--- src/rtl/instr_fetch_stage_pkg.sv ---
// Shared types and constants for the instruction fetch stage (package if_pkg).
package if_pkg;

    typedef enum logic [1:0] {
        START = 2'd0,
        RUN   = 2'd1,
        HALT  = 2'd2
    } fetch_state_e;

    localparam int unsigned PC_STEP   = 4;
    localparam logic [31:0] NOP_INSTR = 32'h0000_0000;

endpackage

--- src/rtl/instr_fetch_stage_if.sv ---
// Fetch-stage bus: control inputs, instruction-memory link and IF/ID outputs.
// Performance counters are present only when FETCH_PERF_CNT_EN is defined.
interface instr_fetch_stage_if #(
    parameter int PC_W    = 5,
    parameter int INSTR_W = 32
);
    logic               stall;
    logic               branch_taken;
    logic [PC_W-1:0]    branch_target;
    logic [INSTR_W-1:0] instr_in;
    logic [PC_W-1:0]    pc_out;
    logic [INSTR_W-1:0] ifid_instr;
    logic [PC_W-1:0]    ifid_pc_plus4;
    logic               ifid_valid;
    logic               halted;
`ifdef FETCH_PERF_CNT_EN
    logic [15:0]        fetch_count;
    logic [15:0]        stall_count;
`endif

    modport master (
        input  stall, branch_taken, branch_target, instr_in,
`ifdef FETCH_PERF_CNT_EN
        output fetch_count, stall_count,
`endif
        output pc_out, ifid_instr, ifid_pc_plus4, ifid_valid, halted
    );

    modport slave (
        output stall, branch_taken, branch_target, instr_in,
`ifdef FETCH_PERF_CNT_EN
        input  fetch_count, stall_count,
`endif
        input  pc_out, ifid_instr, ifid_pc_plus4, ifid_valid, halted
    );
endinterface

--- src/rtl/instr_fetch_stage_ifid_reg.sv ---
// IF/ID pipeline register: flush clears everything, kill clears only the
// instruction and valid bit, load captures a new fetch, otherwise hold.
module ifid_reg
    import if_pkg::*;
#(
    parameter int PC_W    = 5,
    parameter int INSTR_W = 32
) (
    input  logic               clk,
    input  logic               reset,
    input  logic               i_flush,
    input  logic               i_kill,
    input  logic               i_load,
    input  logic [INSTR_W-1:0] i_instr,
    input  logic [PC_W-1:0]    i_pc_plus4,
    output logic [INSTR_W-1:0] o_instr,
    output logic [PC_W-1:0]    o_pc_plus4,
    output logic               o_valid
);

    // IF/ID storage with flush > kill > load > hold priority
    always_ff @(posedge clk) begin
        if (!reset) begin
            o_instr    <= INSTR_W'(NOP_INSTR);
            o_pc_plus4 <= '0;
            o_valid    <= 1'b0;
        end else if (i_flush) begin
            o_instr    <= INSTR_W'(NOP_INSTR);
            o_pc_plus4 <= '0;
            o_valid    <= 1'b0;
        end else if (i_kill) begin
            o_instr    <= INSTR_W'(NOP_INSTR);
            o_valid    <= 1'b0;
        end else if (i_load) begin
            o_instr    <= i_instr;
            o_pc_plus4 <= i_pc_plus4;
            o_valid    <= 1'b1;
        end
    end

endmodule

--- src/rtl/instr_fetch_stage.sv ---
// Instruction fetch stage: PC register, START/RUN/HALT fetch FSM and IF/ID register.
// Optional fetch/stall performance counters under FETCH_PERF_CNT_EN.
module instr_fetch_stage
    import if_pkg::*;
#(
    parameter int              PC_W    = 5,
    parameter int              INSTR_W = 32,
    parameter logic [PC_W-1:0] HALT_PC = PC_W'(28)
) (
    input  logic                 clk,
    input  logic                 reset,
    instr_fetch_stage_if.master  bus
);

    fetch_state_e    r_state;
    fetch_state_e    w_state_nxt;
    logic [PC_W-1:0] r_pc;
    logic [PC_W-1:0] w_pc_nxt;
    logic [PC_W-1:0] w_pc_plus4;
    logic [PC_W-1:0] w_target;
    logic            r_halted;
    logic            w_flush;
    logic            w_kill;
    logic            w_load;

    assign w_pc_plus4 = r_pc + PC_W'(PC_STEP);
    assign w_target   = {bus.branch_target[PC_W-1:2], 2'b00};

    // State, PC and halt flag registers
    always_ff @(posedge clk) begin
        if (!reset) begin
            r_state  <= START;
            r_pc     <= '0;
            r_halted <= 1'b0;
        end else begin
            r_state  <= w_state_nxt;
            r_pc     <= w_pc_nxt;
            r_halted <= (w_state_nxt == HALT);
        end
    end

    // Next-state, next-PC and IF/ID control decode
    always_comb begin
        w_state_nxt = r_state;
        w_pc_nxt    = r_pc;
        w_flush     = 1'b0;
        w_kill      = 1'b0;
        w_load      = 1'b0;
        case (r_state)
            START: begin
                w_state_nxt = RUN;
            end
            RUN: begin
                if (bus.branch_taken) begin
                    w_pc_nxt = w_target;
                    w_flush  = 1'b1;
                end else if (bus.stall) begin
                    w_pc_nxt = r_pc;
                end else begin
                    w_load = 1'b1;
                    if (r_pc == HALT_PC) begin
                        w_state_nxt = HALT;
                    end else begin
                        w_pc_nxt = w_pc_plus4;
                    end
                end
            end
            HALT: begin
                if (bus.branch_taken) begin
                    w_pc_nxt    = w_target;
                    w_flush     = 1'b1;
                    w_state_nxt = RUN;
                end else begin
                    w_kill = 1'b1;
                end
            end
            default: begin
                w_state_nxt = START;
                w_flush     = 1'b1;
            end
        endcase
    end

    ifid_reg #(
        .PC_W    (PC_W),
        .INSTR_W (INSTR_W)
    ) u_ifid_reg (
        .clk        (clk),
        .reset      (reset),
        .i_flush    (w_flush),
        .i_kill     (w_kill),
        .i_load     (w_load),
        .i_instr    (bus.instr_in),
        .i_pc_plus4 (w_pc_plus4),
        .o_instr    (bus.ifid_instr),
        .o_pc_plus4 (bus.ifid_pc_plus4),
        .o_valid    (bus.ifid_valid)
    );

    assign bus.pc_out = r_pc;
    assign bus.halted = r_halted;

`ifdef FETCH_PERF_CNT_EN
    logic [15:0] r_fetch_cnt;
    logic [15:0] r_stall_cnt;
    logic        w_stall_evt;

    assign w_stall_evt = (r_state == RUN) && bus.stall && !bus.branch_taken;

    // Saturating fetch and stall event counters
    always_ff @(posedge clk) begin
        if (!reset) begin
            r_fetch_cnt <= 16'h0000;
            r_stall_cnt <= 16'h0000;
        end else begin
            if (w_load && (r_fetch_cnt != 16'hFFFF)) begin
                r_fetch_cnt <= r_fetch_cnt + 16'h0001;
            end
            if (w_stall_evt && (r_stall_cnt != 16'hFFFF)) begin
                r_stall_cnt <= r_stall_cnt + 16'h0001;
            end
        end
    end

    assign bus.fetch_count = r_fetch_cnt;
    assign bus.stall_count = r_stall_cnt;
`endif

endmodule

--- src/flat_wrapper.sv ---
// flat-port wrapper written by rule: the top's interface ports become plain ports
module instr_fetch_stage_flat import if_pkg::*;
#(
    parameter int              PC_W    = 5,
    parameter int              INSTR_W = 32,
    parameter logic [PC_W-1:0] HALT_PC = PC_W'(28)
)
  (clk, reset, bus_stall, bus_branch_taken, bus_branch_target, bus_instr_in, bus_pc_out, bus_ifid_instr, bus_ifid_pc_plus4, bus_ifid_valid, bus_halted);
  instr_fetch_stage_if #(.PC_W(PC_W), .INSTR_W(INSTR_W)) bus_i ();
  input  logic clk;
  input  logic reset;
  input wire logic [$bits(bus_i.stall)-1:0] bus_stall;
  input wire logic [$bits(bus_i.branch_taken)-1:0] bus_branch_taken;
  input wire logic [$bits(bus_i.branch_target)-1:0] bus_branch_target;
  input wire logic [$bits(bus_i.instr_in)-1:0] bus_instr_in;
  output wire logic [$bits(bus_i.pc_out)-1:0] bus_pc_out;
  output wire logic [$bits(bus_i.ifid_instr)-1:0] bus_ifid_instr;
  output wire logic [$bits(bus_i.ifid_pc_plus4)-1:0] bus_ifid_pc_plus4;
  output wire logic [$bits(bus_i.ifid_valid)-1:0] bus_ifid_valid;
  output wire logic [$bits(bus_i.halted)-1:0] bus_halted;
  assign bus_i.stall = bus_stall;
  assign bus_i.branch_taken = bus_branch_taken;
  assign bus_i.branch_target = bus_branch_target;
  assign bus_i.instr_in = bus_instr_in;
  assign bus_pc_out = bus_i.pc_out;
  assign bus_ifid_instr = bus_i.ifid_instr;
  assign bus_ifid_pc_plus4 = bus_i.ifid_pc_plus4;
  assign bus_ifid_valid = bus_i.ifid_valid;
  assign bus_halted = bus_i.halted;
  instr_fetch_stage #(.PC_W(PC_W), .INSTR_W(INSTR_W), .HALT_PC(HALT_PC)) u_core (.clk(clk), .reset(reset), .bus(bus_i));
endmodule
--- config.mk ---
export PLATFORM = sky130hd
export DESIGN_NAME = instr_fetch_stage_flat
export DESIGN_NICKNAME = d
export VERILOG_FILES = /design/src/rtl/instr_fetch_stage_pkg.sv /design/src/rtl/instr_fetch_stage_if.sv /design/src/rtl/instr_fetch_stage_ifid_reg.sv /design/src/rtl/instr_fetch_stage.sv /design/src/flat_wrapper.sv
export SDC_FILE = /design/constraint.sdc
export NUM_CORES = 1
export LEC_CHECK = 0
export ABC_CLOCK_PERIOD_IN_PS = 1700
export CAP_MARGIN = 20
export CORE_ASPECT_RATIO = 1.5
export CORE_MARGIN = 1.5
export CORE_UTILIZATION = 36
export DETAILED_ROUTE_END_ITERATION = 12
export PLACE_DENSITY_LB_ADDON = 0.15
export SKIP_CTS_REPAIR_TIMING = 1
export SYNTH_ARGS = -nofsm -noshare
export SYNTH_HDL_FRONTEND = slang
export SYNTH_SLANG_ARGS = --single-unit
--- constraint.sdc ---
create_clock -name clk -period 1.7 [get_ports clk]
set_input_delay 0.17 -clock clk [delete_from_list [all_inputs] [get_ports clk]]
set_output_delay 0.17 -clock clk [all_outputs]
set_load 0.05 [all_outputs]
**Yosys cells after proc, flatten, opt, wreduce, memory -nomap -nowiden**

Cells that the tools add are included.

- Equality and inequality tests: 7
- $add $sub $neg: 1
- Muxes and demuxes: 17
- Bitwise logic cells: 2
- Reductions and logical operators: 7

Operators with widths:

| operator | count |
|---|---|
| $mux 5 | 4 |
| $pmux 5 s2 | 1 |
| $mux 2 | 4 |
| $mux 1 | 6 |
| $ne 3x3->1 const B | 2 |
| $pmux 2 s3 | 1 |
| $add 5x3->5 const B | 1 |
| $eq 5x5->1 const B | 1 |
| $eq 2x2->1 const B | 2 |
| $reduce_and 4->1 | 1 |
| $reduce_or 2->1 | 2 |
| $reduce_or 3->1 | 1 |
| $eq 2x1->1 const B | 1 |
| $logic_not 2->1 | 1 |
| $ne 2x2->1 const B | 1 |
| $not 1->1 | 2 |
| $pmux 1 s2 | 1 |
| $reduce_and 2->1 | 1 |
| $reduce_bool 2->1 | 1 |

- Register bits: 46
- Bits of input ports: 41
- Output and inout bits: 44

**Depth between registers and ports, before layout**

- Depth in word-level cells: 6
- Gate-level depth with buffers: 7
- Depth with buffers taken out: 5

**Hierarchy**

From an unflattened synthesis, not the netlist that was laid out.

- Cell total of the unflattened synthesis: 177
- Area, all modules: 1929.4 µm²

By module, submodules not included:

| module | instances | sequential area each (µm²) | cells an instance | area each (µm²) |
|---|---|---|---|---|
| ifid_reg | 1 | 760.7 | 126 | 1482.7 |
| instr_fetch_stage | 1 | 120.1 | 51 | 446.7 |

**Least setup slack after synthesis**

OpenSTA, ideal clock, no wires.

- Kind: reg2reg
- From: register u_core.r_pc[2], in the netlist u_core.bus.pc_out[2]
- To: register u_core.r_pc[2], in the netlist u_core.bus.pc_out[2]
- Data required time: 1.630 ns
- Cell stages (with the launch flop): 6
- Path slack: -0.168 ns
- Setup time: 0.070 ns
- Arrival time: 1.798 ns
- Cell sequence: dfxtp_1 > ha_1 > ha_1 > o21ba_4 > or4_1 > a21oi_1

- Cells in the longest elaborated chain, start to end: 5

RTL lines:

| what | RTL line | text |
|---|---|---|
| from (decl) | instr_fetch_stage.sv:17 | `logic [PC_W-1:0] r_pc;` |
| from (signal assigned) | instr_fetch_stage.sv:37 | `r_pc <= w_pc_nxt;` |
| $add 5x3->5 | instr_fetch_stage.sv:26 | `assign w_pc_plus4 = r_pc + PC_W'(PC_STEP);` |
| $mux 5 | instr_fetch_stage.sv:61 | `if (r_pc == HALT_PC) begin` |
| $mux 5 | instr_fetch_stage.sv:57 | `end else if (bus.stall) begin` |
| $mux 5 | instr_fetch_stage.sv:54 | `if (bus.branch_taken) begin` |
| $pmux 5 s2 | instr_fetch_stage.sv:49 | `case (r_state)` |

Parallel ways exist; a longest one is shown, timed or not. The select of a mux whose other input is x is not followed.
A chain may end at the register's enable or synchronous reset.

**Worst setup path after layout**

Ends and elaborated chain as after synthesis.

==> impl_results.md <==
- Slew at the pin closest to its max-slew limit: 0.5225 ns
- WL/cell: 11.88 microns
- Nets@finish: 347
- Number of synthesized flops with an enable pin: 0
- Syn avg cell area: 8.347 sq um
- CP peak stage delay: 0.52 ns
- Vias after detailed routing: 1,673
- Setup TNS: 0 ns
- CTS root buffer: clkbuf_8
- Synth warnings: 0
- Main synth FF type: dfxtp_1
- Status: finished clean
- Top cell family by delay on the critical path: simple AND/OR/NAND/NOR gates
- Cts bufs inserted: 5
- Number of global-route vias before repair: 1,539
- Area of the multi-input gates: 850.8 sq um
- Final Cycle Share: 98.63%
- Filler cell count: 461
- Final WL: 4338 microns
- IO Pins: 85
- Power Total: 2.106 mW
- Final Hold Fails: 0
- DPL Wire Length: 3141 microns
- Largest net degree at the start of global routing: 34
- H-tree depth: 2
- Cell variety after synth: 26
- Cell row count: 30
- Ant diodes: 0
- Total GRT Usage: 16.48%
- First-pass GRT wire length: 6768 microns
- Cell Area, Synth: 1753 sq um
- Iter 0 DRT Violations: 74
- Worst Path Buf+Inv: 0
- Crit path capture type: flip-flop
- Min cycle time layout: 1.677 ns
- Crit path DAT: 1.89 ns
- Clk buf depth: 2
- Seq/Total Area, Yosys: 47.97%
- Final core utilization: 61.38%
- Max_cap viols: 0
- Total grt overflow: 0
- DRC Markers: 0
- Total die area: 5306 sq um
- Vias per cell: 4.584
- Final non-filler cell total: 365
- Mapped Cells: 210
- Post-synth top cells: nand2_1, dfxtp_1, a21oi_1
- Worst-path clk slew: 0.08 ns
- Maximum vdd drop: 309.0 uV
- Slowest stage cell, crit path: or4_1
- Post-DRT Antenna Nets: 0
- Core area: 4617 sq um
- Crit-path max FO: 2
- Routability Congestion: 0.7632
- CP cell instances: ha_2 -> ha_1 -> o21ba_4 -> or4_1 -> a21oi_2
- PwrDens: 743.2 nW/um^2
- Die height: 88.47 microns
- Top post-synthesis cells by area: dfxtp_1, nand2_1, a21oi_1
- Place WS: -0.06240 ns
- Initial antenna violation count: 0
- Max Fclk: 0.5964 GHz
- Fin. max-slew vios: 0
- Slew margin rel.: 65.06%
- Async S/R FF share, synth: 0%
- Worst skew pair latency: 0.28 ns
- Die Wd: 59.98 microns
- Crit path kind: flip-flop to flip-flop
- Initial Util: 37.97%
- Most frequent cell after synthesis: nand2_1
- Cell accounting for the most synthesized area: dfxtp_1
- Crit start category: flip-flop
- Dpl cells: 357
- Critical Path RT: 1.92 ns
- Synth-to-layout area growth: 61.67%
- RSZ-0062 raised after global routing: yes
- Register area: 852.1 sq um
- Count of clock tree sinks: 42
- HP Class: primary input to flip-flop
- CTS tree: yes
- Fraction of layout cells with a size suffix above 1: 14.62%
- Number of setup violations in the final report: 0
- Pleak: 1.019 nW
- Seq cells post-synth: 42
- Final worst setup slack: 0.02337 ns
- Share of the synthesized area in the top cell type: 47.97%
- DRT Pass-1 Iters: 4
- Clock skew: 0.003456 ns
- IO Port Bufs: 78
-- sequential cells by signal, summed over array words and instances, names as in the netlist --
| register | cells |
|---|---|
| u_core.bus.halted | 1 |
| u_core.bus.pc_out | 3 |
| u_core.r_state | 2 |
| u_core.u_ifid_reg.o_instr | 32 |
| u_core.u_ifid_reg.o_pc_plus4 | 3 |
| u_core.u_ifid_reg.o_valid | 1 |
-- per-stage QoR --
step	area (sq um)	hold WS, ns
final	2834	0.4247
after global routing	2834	0.4192
after CTS	2786	0.4149
after detailed placement	2685	0.4453
after global placement	2685	0.4417
after floorplan	1774	0.3060
-- report_power, final --
group | internal [mW] | switching [mW]
sequential | 1.00 | 0.0126
clock | 0.380 | 0.320
combinational | 0.182 | 0.207
total | 1.57 | 0.540
-- layer usage --
metal	vias up	track usage [%]	wire length, microns
met5	-	0	0
li1	868	-	-
met2	43	29.35	2335
met3	4	3.216	190
met4	0	6.061	40
met1	758	19.02	1773
-- final timing paths --
path | end | startpoint | slack (ns) | cells past startpoint
max reg2reg | u_core.bus.pc_out[2]$_SDFFE_PN0P_ | u_core.bus.pc_out[2]$_SDFFE_PN0P_ | 0.02 | 5
min | u_core.u_ifid_reg.o_instr[9]$_SDFFE_PP0P_ | bus_instr_in[9] | 0.42 | 3
min reg2reg | u_core.u_ifid_reg.o_instr[8]$_SDFFE_PP0P_ | u_core.u_ifid_reg.o_instr[8]$_SDFFE_PP0P_ | 0.45 | 2
max | u_core.bus.pc_out[2]$_SDFFE_PN0P_ | u_core.bus.pc_out[2]$_SDFFE_PN0P_ | 0.02 | 5
-- layout make-up --
cell class                 count  share of cell area (%)
timing repair buffer          96                   32.98
inverter                       4                  0.5298
tap                           64                   2.826
multi-input combinational    151                   30.02
clock buffer                   8                   3.576
sequential                    42                   30.07
-- worst min-delay path, delay by kind of cell --
kind	cells	cell delay (ns)
compound gates	1	0.05
simple gates	1	0.05
buf+inv	1	0.39
-- logic make-up (layout without fill, tap and decap cells) --
kind of cell             after synthesis  count (layout)  share of synthesized area (%)
AO/OA/AOI/OAI                         57              57                          18.63
multiplexers                           2               2                          1.142
adder cells (fa/ha/maj)                6               6                          4.283
flip-flops                            42              42                          47.97
other                                  1               4                         0.2139
buffers and inverters                 20             108                          6.138
AND/OR/NAND/NOR                       82              82                          21.63
-- layout by cell type, fill, tap and decap left out, drive strengths merged --
| master | netlist | routed |
|---|---|---|
| nor2 | 3 | 3 |
| ha | 6 | 6 |
| o21a | 1 | 1 |
| conb | 1 | 4 |
| clkdlybuf4s50 | 0 | 75 |
| nand3b | 1 | 1 |
| nand2b | 1 | 1 |
| clkbuf | 0 | 9 |
| a211oi | 2 | 2 |
| or3b | 3 | 3 |
| or4 | 1 | 1 |
| a211o | 2 | 2 |
| o211ai | 2 | 2 |
| o21ba | 2 | 2 |
| nand2 | 67 | 67 |
| nor2b | 3 | 3 |
| buf | 16 | 19 |
| dlymetal6s2s | 0 | 1 |
| mux2i | 2 | 2 |
| nor3b | 2 | 2 |
| a21oi | 38 | 38 |
| dfxtp | 42 | 42 |
| o21ai | 9 | 9 |
| nor4b | 1 | 1 |
| o31ai | 1 | 1 |
| inv | 4 | 4 |
(Power assumes the default switching activity.)
